==> src/rtl/alu_shift_pkg.sv <==
// alu_shift_pkg: opcode encodings and the shift-amount split across pipeline stages
package alu_shift_pkg;

    localparam logic [2:0] OPC_SLL = 3'b001;
    localparam logic [2:0] OPC_SAR = 3'b010;
    localparam logic [2:0] OPC_ROL = 3'b011;
    localparam logic [2:0] OPC_ROR = 3'b100;
    localparam logic [2:0] OPC_SRL = 3'b101;

    typedef enum logic [2:0] {
        OP_SLL = OPC_SLL,
        OP_SAR = OPC_SAR,
        OP_ROL = OPC_ROL,
        OP_ROR = OPC_ROR,
        OP_SRL = OPC_SRL
    } op_e;

    // bit mask of the shift-amount bits handled by stage idx: LSB first, ceil-divided chunks, last stage gets the remainder
    function automatic int stage_mask(input int idx, input int lg, input int stages);
        int chunk;
        chunk = (lg + stages - 1) / stages;
        return (((1 << chunk) - 1) << (idx * chunk)) & ((1 << lg) - 1);
    endfunction

endpackage

==> src/rtl/alu_shift_pipe_if.sv <==
// alu_shift_pipe_if: request/response bus of the pipelined shifter
interface alu_shift_pipe_if #(
    parameter int WIDTH = 32
);
    logic [WIDTH-1:0] A;
    logic [WIDTH-1:0] B;
    logic [2:0]       opcode;
    logic             en;
    logic             in_valid;
    logic             in_ready;
    logic [WIDTH-1:0] result;
    logic             illegal;
    logic             out_valid;
    logic             out_ready;

    modport master (
        output A, B, opcode, en, in_valid, out_ready,
        input  in_ready, result, illegal, out_valid
    );

    modport slave (
        input  A, B, opcode, en, in_valid, out_ready,
        output in_ready, result, illegal, out_valid
    );
endinterface

==> src/rtl/alu_shift_stage.sv <==
// alu_shift_stage: one pipeline stage, partial shift by its slice of the shift amount plus payload register
module alu_shift_stage
    import alu_shift_pkg::*;
#(
    parameter int WIDTH  = 32,
    parameter int STAGES = 2,
    parameter int IDX    = 0
) (
    input  logic                     clk,
    input  logic                     rst_n,
    input  logic                     hold,
    input  logic                     v_i,
    input  logic [WIDTH-1:0]         val_i,
    input  logic [$clog2(WIDTH)-1:0] shamt_i,
    input  op_e                      op_i,
    input  logic                     ill_i,
    input  logic                     ovf_i,
    output logic                     v_o,
    output logic [WIDTH-1:0]         val_o,
    output logic [$clog2(WIDTH)-1:0] shamt_o,
    output op_e                      op_o,
    output logic                     ill_o,
    output logic                     ovf_o
);
    localparam int LG = $clog2(WIDTH);
    localparam logic [LG-1:0] SLICE = LG'(stage_mask(IDX, LG, STAGES));

    logic [LG-1:0]           amt, shamt_d, shamt_q;
    logic [WIDTH-1:0]        sll, srl, val_d, val_q;
    logic signed [WIDTH-1:0] sar;
`ifdef ALU_SHIFT_PIPE_ROTATE_EN
    logic [WIDTH-1:0]        rol, ror;
`endif
    logic                    v_d, v_q, ill_d, ill_q, ovf_d, ovf_q;
    op_e                     op_d, op_q;

    // partial shift by this stage's bits; illegal forces 0, overshift fills, stall holds everything
    always_comb begin
        amt = shamt_i & SLICE;
        sll = val_i << amt;
        srl = val_i >> amt;
        sar = $signed(val_i) >>> amt;
`ifdef ALU_SHIFT_PIPE_ROTATE_EN
        rol = (val_i << amt) | (val_i >> (WIDTH - int'(amt)));
        ror = (val_i >> amt) | (val_i << (WIDTH - int'(amt)));
`endif
        v_d     = hold ? v_q : v_i;
        shamt_d = hold ? shamt_q : shamt_i;
        op_d    = hold ? op_q : op_i;
        ill_d   = hold ? ill_q : ill_i;
        ovf_d   = hold ? ovf_q : ovf_i;
        val_d   = hold             ? val_q :
                  ill_i            ? '0 :
                  op_i == OP_SLL   ? (ovf_i ? '0 : sll) :
                  op_i == OP_SRL   ? (ovf_i ? '0 : srl) :
                  op_i == OP_SAR   ? (ovf_i ? {WIDTH{val_i[WIDTH-1]}} : sar) :
`ifdef ALU_SHIFT_PIPE_ROTATE_EN
                  op_i == OP_ROL   ? rol :
                  op_i == OP_ROR   ? ror :
`endif
                  '0;
    end

    // stage register; reset empties the slot
    always_ff @(posedge clk) begin
        if (!rst_n) begin
            v_q     <= 1'b0;
            val_q   <= '0;
            shamt_q <= '0;
            op_q    <= OP_SLL;
            ill_q   <= 1'b0;
            ovf_q   <= 1'b0;
        end else begin
            v_q     <= v_d;
            val_q   <= val_d;
            shamt_q <= shamt_d;
            op_q    <= op_d;
            ill_q   <= ill_d;
            ovf_q   <= ovf_d;
        end
    end

    assign v_o     = v_q;
    assign val_o   = val_q;
    assign shamt_o = shamt_q;
    assign op_o    = op_q;
    assign ill_o   = ill_q;
    assign ovf_o   = ovf_q;
endmodule

==> src/rtl/alu_shift_pipe.sv <==
// alu_shift_pipe: pipelined SLL/SRL/SAR shifter with valid/ready handshake; ROL/ROR when ALU_SHIFT_PIPE_ROTATE_EN is defined
module alu_shift_pipe
    import alu_shift_pkg::*;
#(
    parameter int WIDTH  = 32,
    parameter int STAGES = 2
) (
    input logic             clk,
    input logic             rst_n,
    alu_shift_pipe_if.slave bus
);
    localparam int LG = $clog2(WIDTH);

    logic             hold, legal, ovf, unused_tail;
    logic             v     [STAGES+1];
    logic [WIDTH-1:0] val   [STAGES+1];
    logic [LG-1:0]    shamt [STAGES+1];
    op_e              op    [STAGES+1];
    logic             ill   [STAGES+1];
    logic             ovfs  [STAGES+1];

    // stall and acceptance, opcode legality, overshift when any bit above the log2 range is set
    always_comb begin
        hold         = bus.out_valid && !bus.out_ready;
        bus.in_ready = rst_n && bus.en && !hold;
`ifdef ALU_SHIFT_PIPE_ROTATE_EN
        legal        = bus.opcode inside {OPC_SLL, OPC_SAR, OPC_ROL, OPC_ROR, OPC_SRL};
`else
        legal        = bus.opcode inside {OPC_SLL, OPC_SAR, OPC_SRL};
`endif
        ovf          = |(bus.B >> LG);
    end

    assign v[0]     = bus.in_valid && bus.in_ready;
    assign val[0]   = bus.A;
    assign shamt[0] = bus.B[LG-1:0];
    assign op[0]    = op_e'(bus.opcode);
    assign ill[0]   = !legal;
    assign ovfs[0]  = ovf;

    for (genvar i = 0; i < STAGES; i++) begin : g_stage
        alu_shift_stage #(
            .WIDTH  (WIDTH),
            .STAGES (STAGES),
            .IDX    (i)
        ) u_stage (
            .clk     (clk),
            .rst_n   (rst_n),
            .hold    (hold),
            .v_i     (v[i]),
            .val_i   (val[i]),
            .shamt_i (shamt[i]),
            .op_i    (op[i]),
            .ill_i   (ill[i]),
            .ovf_i   (ovfs[i]),
            .v_o     (v[i+1]),
            .val_o   (val[i+1]),
            .shamt_o (shamt[i+1]),
            .op_o    (op[i+1]),
            .ill_o   (ill[i+1]),
            .ovf_o   (ovfs[i+1])
        );
    end

    assign bus.out_valid = v[STAGES];
    assign bus.result    = val[STAGES];
    assign bus.illegal   = ill[STAGES];
    assign unused_tail   = ^{shamt[STAGES], op[STAGES], ovfs[STAGES]};
endmodule

==> src/flat_wrapper.sv <==
// flat-port wrapper written by rule: the top's interface ports become plain ports
module alu_shift_pipe_flat import alu_shift_pkg::*;
#(
    parameter int WIDTH  = 32,
    parameter int STAGES = 2
)
  (clk, rst_n, bus_A, bus_B, bus_opcode, bus_en, bus_in_valid, bus_out_ready, bus_in_ready, bus_result, bus_illegal, bus_out_valid);
  alu_shift_pipe_if #(.WIDTH(WIDTH)) bus_i ();
  input logic clk;
  input logic rst_n;
  input wire logic [$bits(bus_i.A)-1:0] bus_A;
  input wire logic [$bits(bus_i.B)-1:0] bus_B;
  input wire logic [$bits(bus_i.opcode)-1:0] bus_opcode;
  input wire logic [$bits(bus_i.en)-1:0] bus_en;
  input wire logic [$bits(bus_i.in_valid)-1:0] bus_in_valid;
  input wire logic [$bits(bus_i.out_ready)-1:0] bus_out_ready;
  output wire logic [$bits(bus_i.in_ready)-1:0] bus_in_ready;
  output wire logic [$bits(bus_i.result)-1:0] bus_result;
  output wire logic [$bits(bus_i.illegal)-1:0] bus_illegal;
  output wire logic [$bits(bus_i.out_valid)-1:0] bus_out_valid;
  assign bus_i.A = bus_A;
  assign bus_i.B = bus_B;
  assign bus_i.opcode = bus_opcode;
  assign bus_i.en = bus_en;
  assign bus_i.in_valid = bus_in_valid;
  assign bus_i.out_ready = bus_out_ready;
  assign bus_in_ready = bus_i.in_ready;
  assign bus_result = bus_i.result;
  assign bus_illegal = bus_i.illegal;
  assign bus_out_valid = bus_i.out_valid;
  alu_shift_pipe #(.WIDTH(WIDTH), .STAGES(STAGES)) u_core (.clk(clk), .rst_n(rst_n), .bus(bus_i));
endmodule
==> config.mk <==
export PLATFORM = sky130hd
export DESIGN_NAME = alu_shift_pipe_flat
export DESIGN_NICKNAME = d
export VERILOG_FILES = /design/src/rtl/alu_shift_pkg.sv /design/src/rtl/alu_shift_pipe_if.sv /design/src/rtl/alu_shift_stage.sv /design/src/rtl/alu_shift_pipe.sv /design/src/flat_wrapper.sv
export SDC_FILE = /design/constraint.sdc
export NUM_CORES = 1
export LEC_CHECK = 0
export ABC_AREA = 1
export CAP_MARGIN = 20
export CORE_AREA = 2 2 104 146
export DETAILED_ROUTE_END_ITERATION = 16
export DIE_AREA = 0 0 106 148
export PLACE_DENSITY_LB_ADDON = 0.12
export REMOVE_ABC_BUFFERS = 1
export SYNTH_ARGS = -nofsm -noshare
export SYNTH_HDL_FRONTEND = slang
export SYNTH_SLANG_ARGS = --single-unit
==> constraint.sdc <==
create_clock -name clk -period 2.1 [get_ports clk]
set_input_delay 0.315 -clock clk [delete_from_list [all_inputs] [get_ports clk]]
set_output_delay 0.315 -clock clk [all_outputs]
set_load 0.01 [all_outputs]
* Word level (Yosys, flattened, before mapping)
Cells that the tools add are included.
W data, S select, Z words.
** Word-level totals
- Flip-flop bits (word level) :: 77
- Output and inout bits :: 35
- Word-level logic and storage cells :: 44
** Cells by class
- Equality and inequality tests :: 6
- Shift-type cells :: 6
- Muxes and demuxes :: 14
- Reductions and logical operators :: 9
** Operators with widths (count)
- $mux W32 :: 14
- $shl A32 B3 Y32 :: 1
- $shl A32 B5 Y32 :: 1
- $shr A32 B3 Y32 :: 1
- $shr A32 B5 Y32 :: 1
- $sshr A32 B3 Y32 :: 1
- $sshr A32 B5 Y32 :: 1
- $reduce_or A27 Y1 :: 1
- $eq A3 B1 Y1 const B :: 2
- $eq A3 B2 Y1 const B :: 2
- $eq A3 B3 Y1 const B :: 2
- $logic_and A1 B1 Y1 :: 4
- $logic_not A1 Y1 :: 3
- $reduce_bool A3 Y1 :: 1

* Longest topological paths before layout
- Depth in word-level cells :: 6
- Depth in mapped cells :: 12

* Cells and area by module
A second synthesis with hierarchy kept.
** Unflattened totals
- Cells, all modules :: 1310
- Area total of the unflattened synthesis :: 7368.3 µm²
** Modules (own cells, without submodules)
- alu_shift_stage (u_core.g_stage[0].u_stage) :: instances 1, cells each 724, area an instance 4132.7 µm², seq. area each 860.8 µm²
- alu_shift_stage (u_core.g_stage[1].u_stage) :: instances 1, cells each 534, area an instance 3029.2 µm², seq. area each 860.8 µm²
- alu_shift_pipe :: instances 1, cells each 52, area an instance 206.4 µm², seq. area each 0.0 µm²

* Worst setup path before layout
Ideal clock, no wire load.
- Path type :: reg-to-reg
- From :: register u_core.g_stage[1].u_stage.v_q
- To :: register u_core.g_stage[0].u_stage.val_q[8]
- Arrival time :: 1352 ps
- Data required time :: 1987 ps
- Path slack :: 634 ps
- Stages on the path, launching flop included :: 12
- Clock period less this slack :: 1466 ps
- Cells stage by stage :: dfxtp_1 > inv_1 > nor2_4 > inv_2 > buf_2 > nand2_1 > nand2_1 > nand2_1 > inv_2 > buf_4 > nand3_1 > nand2_1
** On the way
- Cells in the longest elaborated chain, start to end :: 1
** RTL lines
- from (decl) :: RTL line alu_shift_stage.sv:34 : logic v_d, v_q, ill_d, ill_q, ovf_d, ovf_q;
- from (signal assigned) :: RTL line alu_shift_stage.sv:74 : v_q <= v_d;
- $logic_and A1 B1 Y1 :: RTL line alu_shift_pipe.sv:24 : hold = bus.out_valid && !bus.out_ready;
- to (signal assigned) :: RTL line alu_shift_stage.sv:75 : val_q <= val_d;
- to (decl) :: RTL line alu_shift_stage.sv:29 : logic [WIDTH-1:0] sll, srl, val_d, val_q;
No other way between the ends.
A chain may end at the register's enable or synchronous reset.

* Worst setup path after layout
- From :: input rst_n
- To :: output bus_in_ready
** On the way
- Cells in the longest elaborated chain, start to end :: 2
** RTL lines
- from (decl) :: RTL line flat_wrapper.sv:10 : input logic rst_n;
- $logic_and A1 B1 Y1 (2 in a row) :: RTL line alu_shift_pipe.sv:25 : bus.in_ready = rst_n && bus.en && !hold;
- to (decl) :: RTL line flat_wrapper.sv:17 : output wire logic [$bits(bus_i.in_ready)-1:0] bus_in_ready;
No other way between the ends.

==> insert_results.sql <==
INSERT INTO impl_metrics (metric_group, metric, value, unit) VALUES
('yosys', 'yosys-top-cells-count', 'sky130_fd_sc_hd__nand2_1, sky130_fd_sc_hd__nor2_1, sky130_fd_sc_hd__nand3_1', ''),
('grt', 'grt.total_usage', '0.329', ''),
('yosys', 'synth-seq-area-share', '0.211', ''),
('cells_and_area', 'fraction_of_layout_cells_with_a_size_suffix_above_1', '0.0768', ''),
('critical_path', 'slowest_stage', 'sky130_fd_sc_hd__clkdlybuf4s50_1', ''),
('critical_path', 'slowest_delay', '0.55', 'ns'),
('yosys', 'yosys_register_bits', '74', ''),
('job', 'timing.max_cap.violations', '0', ''),
('min_path', 'hold_path.class', 'reg -> reg', ''),
('yosys', 'synth_cell_type_count', '37', ''),
('critical_path', 'cp_data_required_time', '1.78', 'ns'),
('floorplanning', 'number_of_rows_in_the_core_area', '52', ''),
('detailed_routing', 'firstDrtPassIters', '8', ''),
('yosys', 'post-synth-top-area-fraction', '0.252', ''),
('yosys', 'async_flop_share', '0', ''),
('clock_network', 'cts_inserted_buffers', '9', ''),
('min_path', 'hold_path_depth', '2', ''),
('yosys', 'synth-edff-count', '0', ''),
('power_and_ir_drop', 'power_density', '500', 'nW/um2'),
('sta', 'hold_violations', '0', ''),
('sta', 'final_min_period_over_clock_period', '0.922', ''),
('critical_path', 'cp_num_buf_inv', '2', ''),
('floorplanning', 'die_x', '106', 'um'),
('yosys', 'synth_ff_type', 'sky130_fd_sc_hd__dfxtp_1', ''),
('critical_path', 'path_cells', 'clkdlybuf4s50_1 > nand2_1 > nor2_1 > clkdlybuf4s50_1', ''),
('critical_path', 'crit_arrival', '1.62', 'ns'),
('power_and_ir_drop', 'vdd.ir_drop.worst', '391', 'uV'),
('floorplanning', 'die_y', '148', 'um'),
('sta', 'max_freq', '516', 'MHz'),
('yosys', 'post_synth_inst_count', '1333', ''),
('clock_network', 'worstSkewPairLatency', '0.34', 'ns'),
('grt', 'gr-total-overflow', '0', ''),
('clock_network', 'cts_root_buf', 'sky130_fd_sc_hd__clkbuf_16', ''),
('critical_path', 'critPathMostFrequentCell', 'sky130_fd_sc_hd__clkdlybuf4s50_1', ''),
('clock_network', 'post_cts_resized', '0', ''),
('grt', 'antenna_found_initial', '0', ''),
('clock_network', 'tritoncts', 'done', ''),
('clock_network', 'cts_sinks', '74', ''),
('floorplanning', 'fp.coreArea', '14400', 'um2'),
('cells_and_area', 'final_net_count', '1512', ''),
('placed_design', 'placement.io_buffers', '106', ''),
('clock_network', 'postCtsSetupBuffers', '0', ''),
('cells_and_area', 'area_delta_synth_final', '26.5', '%'),
('yosys', 'netlist.top_cell.by_area', 'sky130_fd_sc_hd__nand2_1', ''),
('cells_and_area', 'total_inserted_antenna_cells', '0', ''),
('detailed_routing', 'route.final.wire_length', '25600', 'um'),
('yosys', 'yosysMostFrequentCell', 'sky130_fd_sc_hd__nand2_1', ''),
('clock_network', 'ctsHtreeMaxLevel', '3', ''),
('yosys', 'synth_top_cells_by_area', 'sky130_fd_sc_hd__nand2_1, sky130_fd_sc_hd__dfxtp_1, sky130_fd_sc_hd__nand3_1, sky130_fd_sc_hd__nor2_1, sky130_fd_sc_hd__a21oi_1', ''),
('floorplanning', 'fp.dieArea', '15700', 'um2'),
('placed_design', 'gpl_congestion', '1.02', ''),
('critical_path', 'timing.critical_path.to_type', 'output pin', ''),
('detailed_routing', 'post_drt_via_cell_ratio', '5.55', ''),
('sta', 'final.setup.tns', '0', 'ns'),
('run_status', 'run_status', 'completed', ''),
('detailed_routing', 'wl_per_cell', '15.7', 'um'),
('clock_network', 'post_cts_hold_buffer_count', '0', ''),
('detailed_routing', 'drcViolationCount', '0', ''),
('critical_path', 'reg2regPathDepth', '7', ''),
('sta', 'unrepaired_setup_endpoints_after_global_routing', 'false', ''),
('yosys', 'synth_area', '7020', 'um2'),
('sta', 'final.setup_skew', '0.00558', 'ns'),
('grt', 'grt_first_pass_wirelength', '41700', 'um'),
('detailed_routing', 'route.vias.total', '9064', ''),
('floorplanning', 'starting_utilization_of_the_core_area', '0.488', ''),
('critical_path', 'kind_of_critical_path', 'in -> out', ''),
('critical_path', 'cp_top_family', 'buffers and inverters', ''),
('critical_path', 'worst_setup_path_start_kind', 'primary input', ''),
('clock_network', 'clkTransAtPathRegs', '0.06', 'ns'),
('critical_path', 'cp_num_cells', '4', ''),
('sta', 'timing.hold.ws', '0.453', 'ns');
logic make-up after synthesis:
group	after synthesis	synth area share
AND/OR/NAND/NOR	855	0.506
flip-flops	74	0.211
buffers and inverters	181	0.112
AO/OA/AOI/OAI	223	0.171
per-layer routing:
layer | up-vias | GRT usage | wire length, um
li1 | 4536 | - | -
met1 | 4068 | 0.368 | 9700
met2 | 371 | 0.605 | 13300
met3 | 89 | 0.0278 | 1340
met4 | 0 | 0.186 | 1290
met5 | - | 0 | 0
worst paths after layout:
| kind | to | from |
|---|---|---|
| worst max-delay path | bus_in_ready | rst_n |
| worst min-delay path | u_core.g_stage[1].u_stage.v_o | u_core.g_stage[0].u_stage.v_o |
| worst max register to register | u_core.g_stage[1].u_stage.val_o[21] | u_core.g_stage[0].u_stage.shamt_o[3] |
| worst min register to register | u_core.g_stage[1].u_stage.v_o | u_core.g_stage[0].u_stage.v_o |
final cells by class:
class | count | area [um2]
tap | 189 | 236
timing repair buffer | 171 | 1710
clock inverter | 7 | 76.3
clock buffer | 9 | 225
fill | 1499 | 5500
inverter | 106 | 400
sequential | 74 | 1480
multi-input combinational | 1078 | 4750
registers in the layout (all words and copies together) (netlist names):
name and count:
u_core.g_stage.u_stage.ill_o 2, u_core.g_stage.u_stage.val_o 64, u_core.g_stage.u_stage.v_o 2, u_core.g_stage.u_stage.op_o 3
u_core.g_stage.u_stage.ovf_o 1, u_core.g_stage.u_stage.shamt_o 2
tightest hold or removal path, delay by kind of cell, from the launching register on:
kind,cells,cell delay [ns]
AOI/OAI and AO/OA,1,0.06
buffers and inverters,1,0.05
DFF,1,0.29
per-stage QoR:
stage               cell area [um2]  utilization  setup WS [ns]  cells
finish                         8880        0.618          0.163   1634
global route                   8880        0.618         0.0622   1634
CTS                            8880        0.618          0.158   1634
detailed placement             8580        0.597        -0.0774   1618
global placement               8580        0.597        -0.0554   1618
floorplan                      6640            -         -0.638   1258
layout by cell type, fill, tap and decap left out, drive strengths merged, types with 10 or more instances in the layout:
master,synthesis,layout
inv,104,106
dfxtp,74,74
nand2,479,479
buf,46,66
nor3,10,10
nand3,160,160
clkdlybuf4s50,0,105
a21oi,94,94
o221ai,10,10
nor2,192,192
o21ai,97,97
where the power goes:
part           internal, mW  total (mW)  switching (mW)
Combinational         0.540        1.37           0.828
Sequential             1.46        1.51          0.0456
Clock                 0.928        1.56           0.634
Total                  2.93        4.44            1.51
Note: power is estimated with default switching activity, not from simulation.
==> patch 1, RTL diff (same flow settings) <==
`STAGES` is set to 2 in 3 places; all go to 1.
--- a/src/rtl/alu_shift_stage.sv
+++ b/src/rtl/alu_shift_stage.sv
@@ -4,5 +4,5 @@
 #(
     parameter int WIDTH  = 32,
-    parameter int STAGES = 2,
+    parameter int STAGES = 1,
     parameter int IDX    = 0
 ) (
--- a/src/rtl/alu_shift_pipe.sv
+++ b/src/rtl/alu_shift_pipe.sv
@@ -4,5 +4,5 @@
 #(
     parameter int WIDTH  = 32,
-    parameter int STAGES = 2
+    parameter int STAGES = 1
 ) (
     input logic             clk,
--- a/src/flat_wrapper.sv
+++ b/src/flat_wrapper.sv
@@ -3,5 +3,5 @@
 #(
     parameter int WIDTH  = 32,
-    parameter int STAGES = 2
+    parameter int STAGES = 1
 )
   (clk, rst_n, bus_A, bus_B, bus_opcode, bus_en, bus_in_valid, bus_out_ready, bus_in_ready, bus_result, bus_illegal, bus_out_valid);
Function: changed (a bounded check fails within 4 cycles, from zero or initial values and one cycle with rst_n low).
==> patch 1 against the unedited design <==
Non-clock buffer count rose by 112; maximum frequency fell by 4.7%; critical path type is now in -> reg; area after synthesis fell by 22%; first-iteration DRC count fell by 2.0%; power fell by 27%; global-route usage fell by 1.6 points; design area fell by 5.1%; count of clock-buffer cells in the layout fell by 4; register-to-register slack improved by 0.25 ns; sequential power fell by 55%; sequential cell count fell by 40; final cell count fell by 7.8%; worst setup slack got worse by 0.096 ns; routed wire length rose by 2.2%.
==> patch 1: results <==
[status]
status = "finished clean"

[setup_path]
ff2ff_path_depth = 11
r2r_slack_ns = 0.48
reg2reg_to = "u_core.g_stage[0].u_stage.val_o[18]"
cp-endpoint = "u_core.g_stage[0].u_stage.val_o[28]"
regToRegStartpoint = "u_core.g_stage[0].u_stage.v_o"
startpoint = "bus_B[26]"
cp_top_family = "simple AND/OR/NAND/NOR gates"
crit_fanout = 5
cp_slowest_stage_delay_ns = 0.41

[layout]
drive_gt1_share_pct = 20.1
layout.nets = 1388
largest_reg_flops = 32

[clock_network]
clkLatencyLatePin_ns = 0.29
post_cts_buffers = 1
htree_levels = 2
post_cts_resized = 17
cts_made_buffers = 5

[worst_hold_path]
hold_path_end = "u_core.g_stage[0].u_stage.val_o[22]"
hold_start = "u_core.g_stage[0].u_stage.val_o[22]"

[global_route]
grt_max_degree = 48
use_met3_pct = 1.98
grt_usage_pct = 31.3
grtUsageMet2_pct = 56.2
grt_pass1_vias = 7441
grtUsageMet1_pct = 37.8
grt_pass1_wl_mm = 38.7

[logic_synthesis]
synth_area_leaders = "nand2_1 (30%), nand3_1 (19%), dfxtp_1 (12%)"
yosysSeqAreaShare_pct = 12.4
ys_types = 34
synth_common_cells = "nand2_1 (445), nand3_1 (209), nor2_1 (80)"

[detailed_routing]
routed_wl_mm = 26.2
drt_first_iter_violations = 682
dr.pass1.iters = 7

[power_and_ir_drop]
switching_power_uw = 1200
ir_drop_mv = 0.336

[sta]
fin_hold_ws_ns = 0.447
worst_pin_slew_ns = 0.395
clock_skew_ns = 0.00365

[placed_design]
gpl.final_weighted_congestion = 1.02
-- patch 1: power groups by stage --
| stage | Clock [uW] | Sequential, uW | Combinational, uW |
|---|---|---|---|
| final | 972 | 683 | 1570 |
| after global routing | 1010 | 685 | 1700 |
| after CTS | 978 | 683 | 1490 |
| after detailed placement | 0 | 697 | 1470 |
| after global placement | 0 | 697 | 1470 |
| after floorplan | 0 | 706 | 659 |
-- patch 1: cells by family (layout without fill, tap and decap cells) --
kind of cell | after synthesis | after routing | synth area share (%)
DFF | 34 | 34 | 12.4
AOI/OAI and AO/OA | 161 | 161 | 16.0
and+or+nand+nor | 777 | 777 | 60.0
buffers and inverters | 129 | 345 | 11.6
-- patch 1: through the flow --
step           setup slack [ns]  std cells  total power, uW  TNS [ns]  area [sq um]
2_1_floorplan             -1.06       1025             1370    -21.38          5060
3_3_place_gp             -0.489       1486             2170     -9.39          7740
3_5_place_dp             -0.497       1486             2170     -9.70          7740
4_1_cts                 -0.0381       1495             3150   -0.0787          8010
5_1_grt                -0.00946       1506             3390   -0.0148          8420
6_report                 0.0670       1506             3220         0          8420
-- patch 1: layout make-up --
| type | instances | area, sq um |
|---|---|---|
| fill | 1508 | 5950 |
| multi-input combinational | 938 | 4370 |
| timing repair buffer | 283 | 2710 |
| sequential | 34 | 681 |
| tap | 189 | 236 |
| inverter | 53 | 225 |
| clock buffer | 5 | 125 |
| clock inverter | 3 | 68.8 |
| timing repair inverter | 1 | 11.3 |
-- patch 1: per-layer routing --
metal | part of all wire (%) | wire length, um | up-vias
li1 | - | - | 4059
met1 | 38 | 10000 | 3677
met2 | 50 | 13000 | 419
met3 | 6.3 | 1640 | 83
met4 | 5.7 | 1480 | 0
met5 | 0 | 0 | -
==> patch 2, RTL diff (config.mk and constraints unchanged) <==
Made on the original files. `val_q` no longer has a reset.
--- a/src/rtl/alu_shift_stage.sv
+++ b/src/rtl/alu_shift_stage.sv
@@ -66,5 +66,4 @@
         if (!rst_n) begin
             v_q     <= 1'b0;
-            val_q   <= '0;
             shamt_q <= '0;
             op_q    <= OP_SLL;
@@ -73,5 +72,4 @@
         end else begin
             v_q     <= v_d;
-            val_q   <= val_d;
             shamt_q <= shamt_d;
             op_q    <= op_d;
@@ -79,4 +77,8 @@
             ovf_q   <= ovf_d;
         end
+    end
+
+    always_ff @(posedge clk) begin
+        val_q <= val_d;
     end
 
Behaviour: not the same (Yosys sat finds a counterexample within 4 cycles, from zero or initial values and one cycle with rst_n low).
==> patch 2 against the unedited design <==
Area after synthesis rose by 0.57%; routed wire length fell by 11%; power barely moved; clock power fell by 3%; sequential power rose by 14%; sequential cell count did not move; design area fell by 1.5%; worst setup slack improved by 0.086 ns.
==> patch 2: results <==
[sta]
hold_viol = 0
fin_hold_ws_ns = 0.494
maxSlewHeadroom_pct = 69.2
clock_skew_ns = 0.00904

[logic_synthesis]
synth_area_leaders = "edfxtp_1 (27%), nand3_1 (22%), nand2_1 (17%)"
ys_types = 35
synth_edf_count = 64
synth_common_cells = "nand2_1 (315), nand3_1 (315), inv_1 (78)"
yosysSeqAreaShare_pct = 30.1
synthCells = 1122

[setup_path]
worst_path_max_delay_cell = "clkdlybuf4s50_1"
crit_fanout = 2
critPathArrivalTime_ns = 1.54
r2r_slack_ns = 0.32
ff2ff_path_depth = 6
reg2reg_to = "u_core.g_stage[1].u_stage.val_o[24]"

[detailed_routing]
routedWlPerCell_um = 16.2
routed_wl_mm = 22.7
drt_first_iter_violations = 637
dr_total_vias = 8274
dr.pass1.iters = 5

[worst_hold_path]
hp-class = "reg -> reg"
hold_start = "u_core.g_stage[0].u_stage.v_o"
hold_depth = 1
hold_path_end = "u_core.g_stage[1].u_stage.v_o"

[layout]
layout.nets = 1276
diodes = 0
drive_gt1_share_pct = 7.53
seq_area_sq_um = 2120
nFillCells = 1433

[power_and_ir_drop]
leakage_uw = 0.00385
ir_drop_mv = 0.350

[global_route]
grt_pass1_vias = 7825
grt_max_degree = 66
grt_pass1_wl_mm = 37.8
grt_usage_pct = 29.7

[status]
status = "finished clean"

[placed_design]
gpl.final_weighted_congestion = 0.954
dp.cells = 1382
dpl_cell_area_sq_um = 8460
io_buffers = 106
hpwlAfterDp_mm = 17.0

[clock_network]
path_clk_slew_ns = 0.06
## patch 2: cell families after synthesis
group           share of synthesized area, %
compound gates                          9.02
buf+inv                                 11.0
flops                                   30.1
simple gates                            49.9
## patch 2: critical path, delay by kind of cell
family	cells	cell delay [ns]
buf+inv	2	1.04
simple gates	2	0.20
## patch 2: cell type report
cell class	count	area share, %
sequential	74	24.3
tap	189	2.70
timing repair buffer	150	18.1
inverter	90	3.89
clock inverter	6	0.658
clock buffer	10	2.62
multi-input combinational	879	47.8
## patch 2: how the worst max path moves through the flow
stage	cells after the start	endpoint
global placement	11	u_core.g_stage[0].u_stage.val_o[1]
finish	4	bus_in_ready
floorplan	6	u_core.g_stage[0].u_stage.val_o[10]
CTS	4	bus_in_ready
global route	4	bus_in_ready
detailed placement	11	u_core.g_stage[0].u_stage.val_o[1]
## patch 2: routing by layer
metal	track usage, %	vias up	wire [um]
li1	-	4046	-
met1	35.2	3787	8720
met2	52.6	360	11500
met3	3.09	81	1260
met4	15.7	0	1210
met5	0	-	0
## patch 2: power breakdown
| group | total [uW] | internal, uW | leakage, uW | switching [uW] |
|---|---|---|---|---|
| combinational | 1200 | 473 | 0.00286 | 725 |
| sequential | 1720 | 1670 | 0.000851 | 47.2 |
| clock | 1520 | 911 | 0.000135 | 607 |
| total | 4430 | 3050 | 0.00385 | 1380 |
## patch 2: per-stage QoR
stage | total power (uW) | setup slack [ns]
6_report | 4430 | 0.248
5_1_grt | 4640 | 0.146
3_3_place_gp | 2930 | 0.0183
3_5_place_dp | 2930 | -0.00330
4_1_cts | 4430 | 0.241
2_1_floorplan | 2380 | -1.84
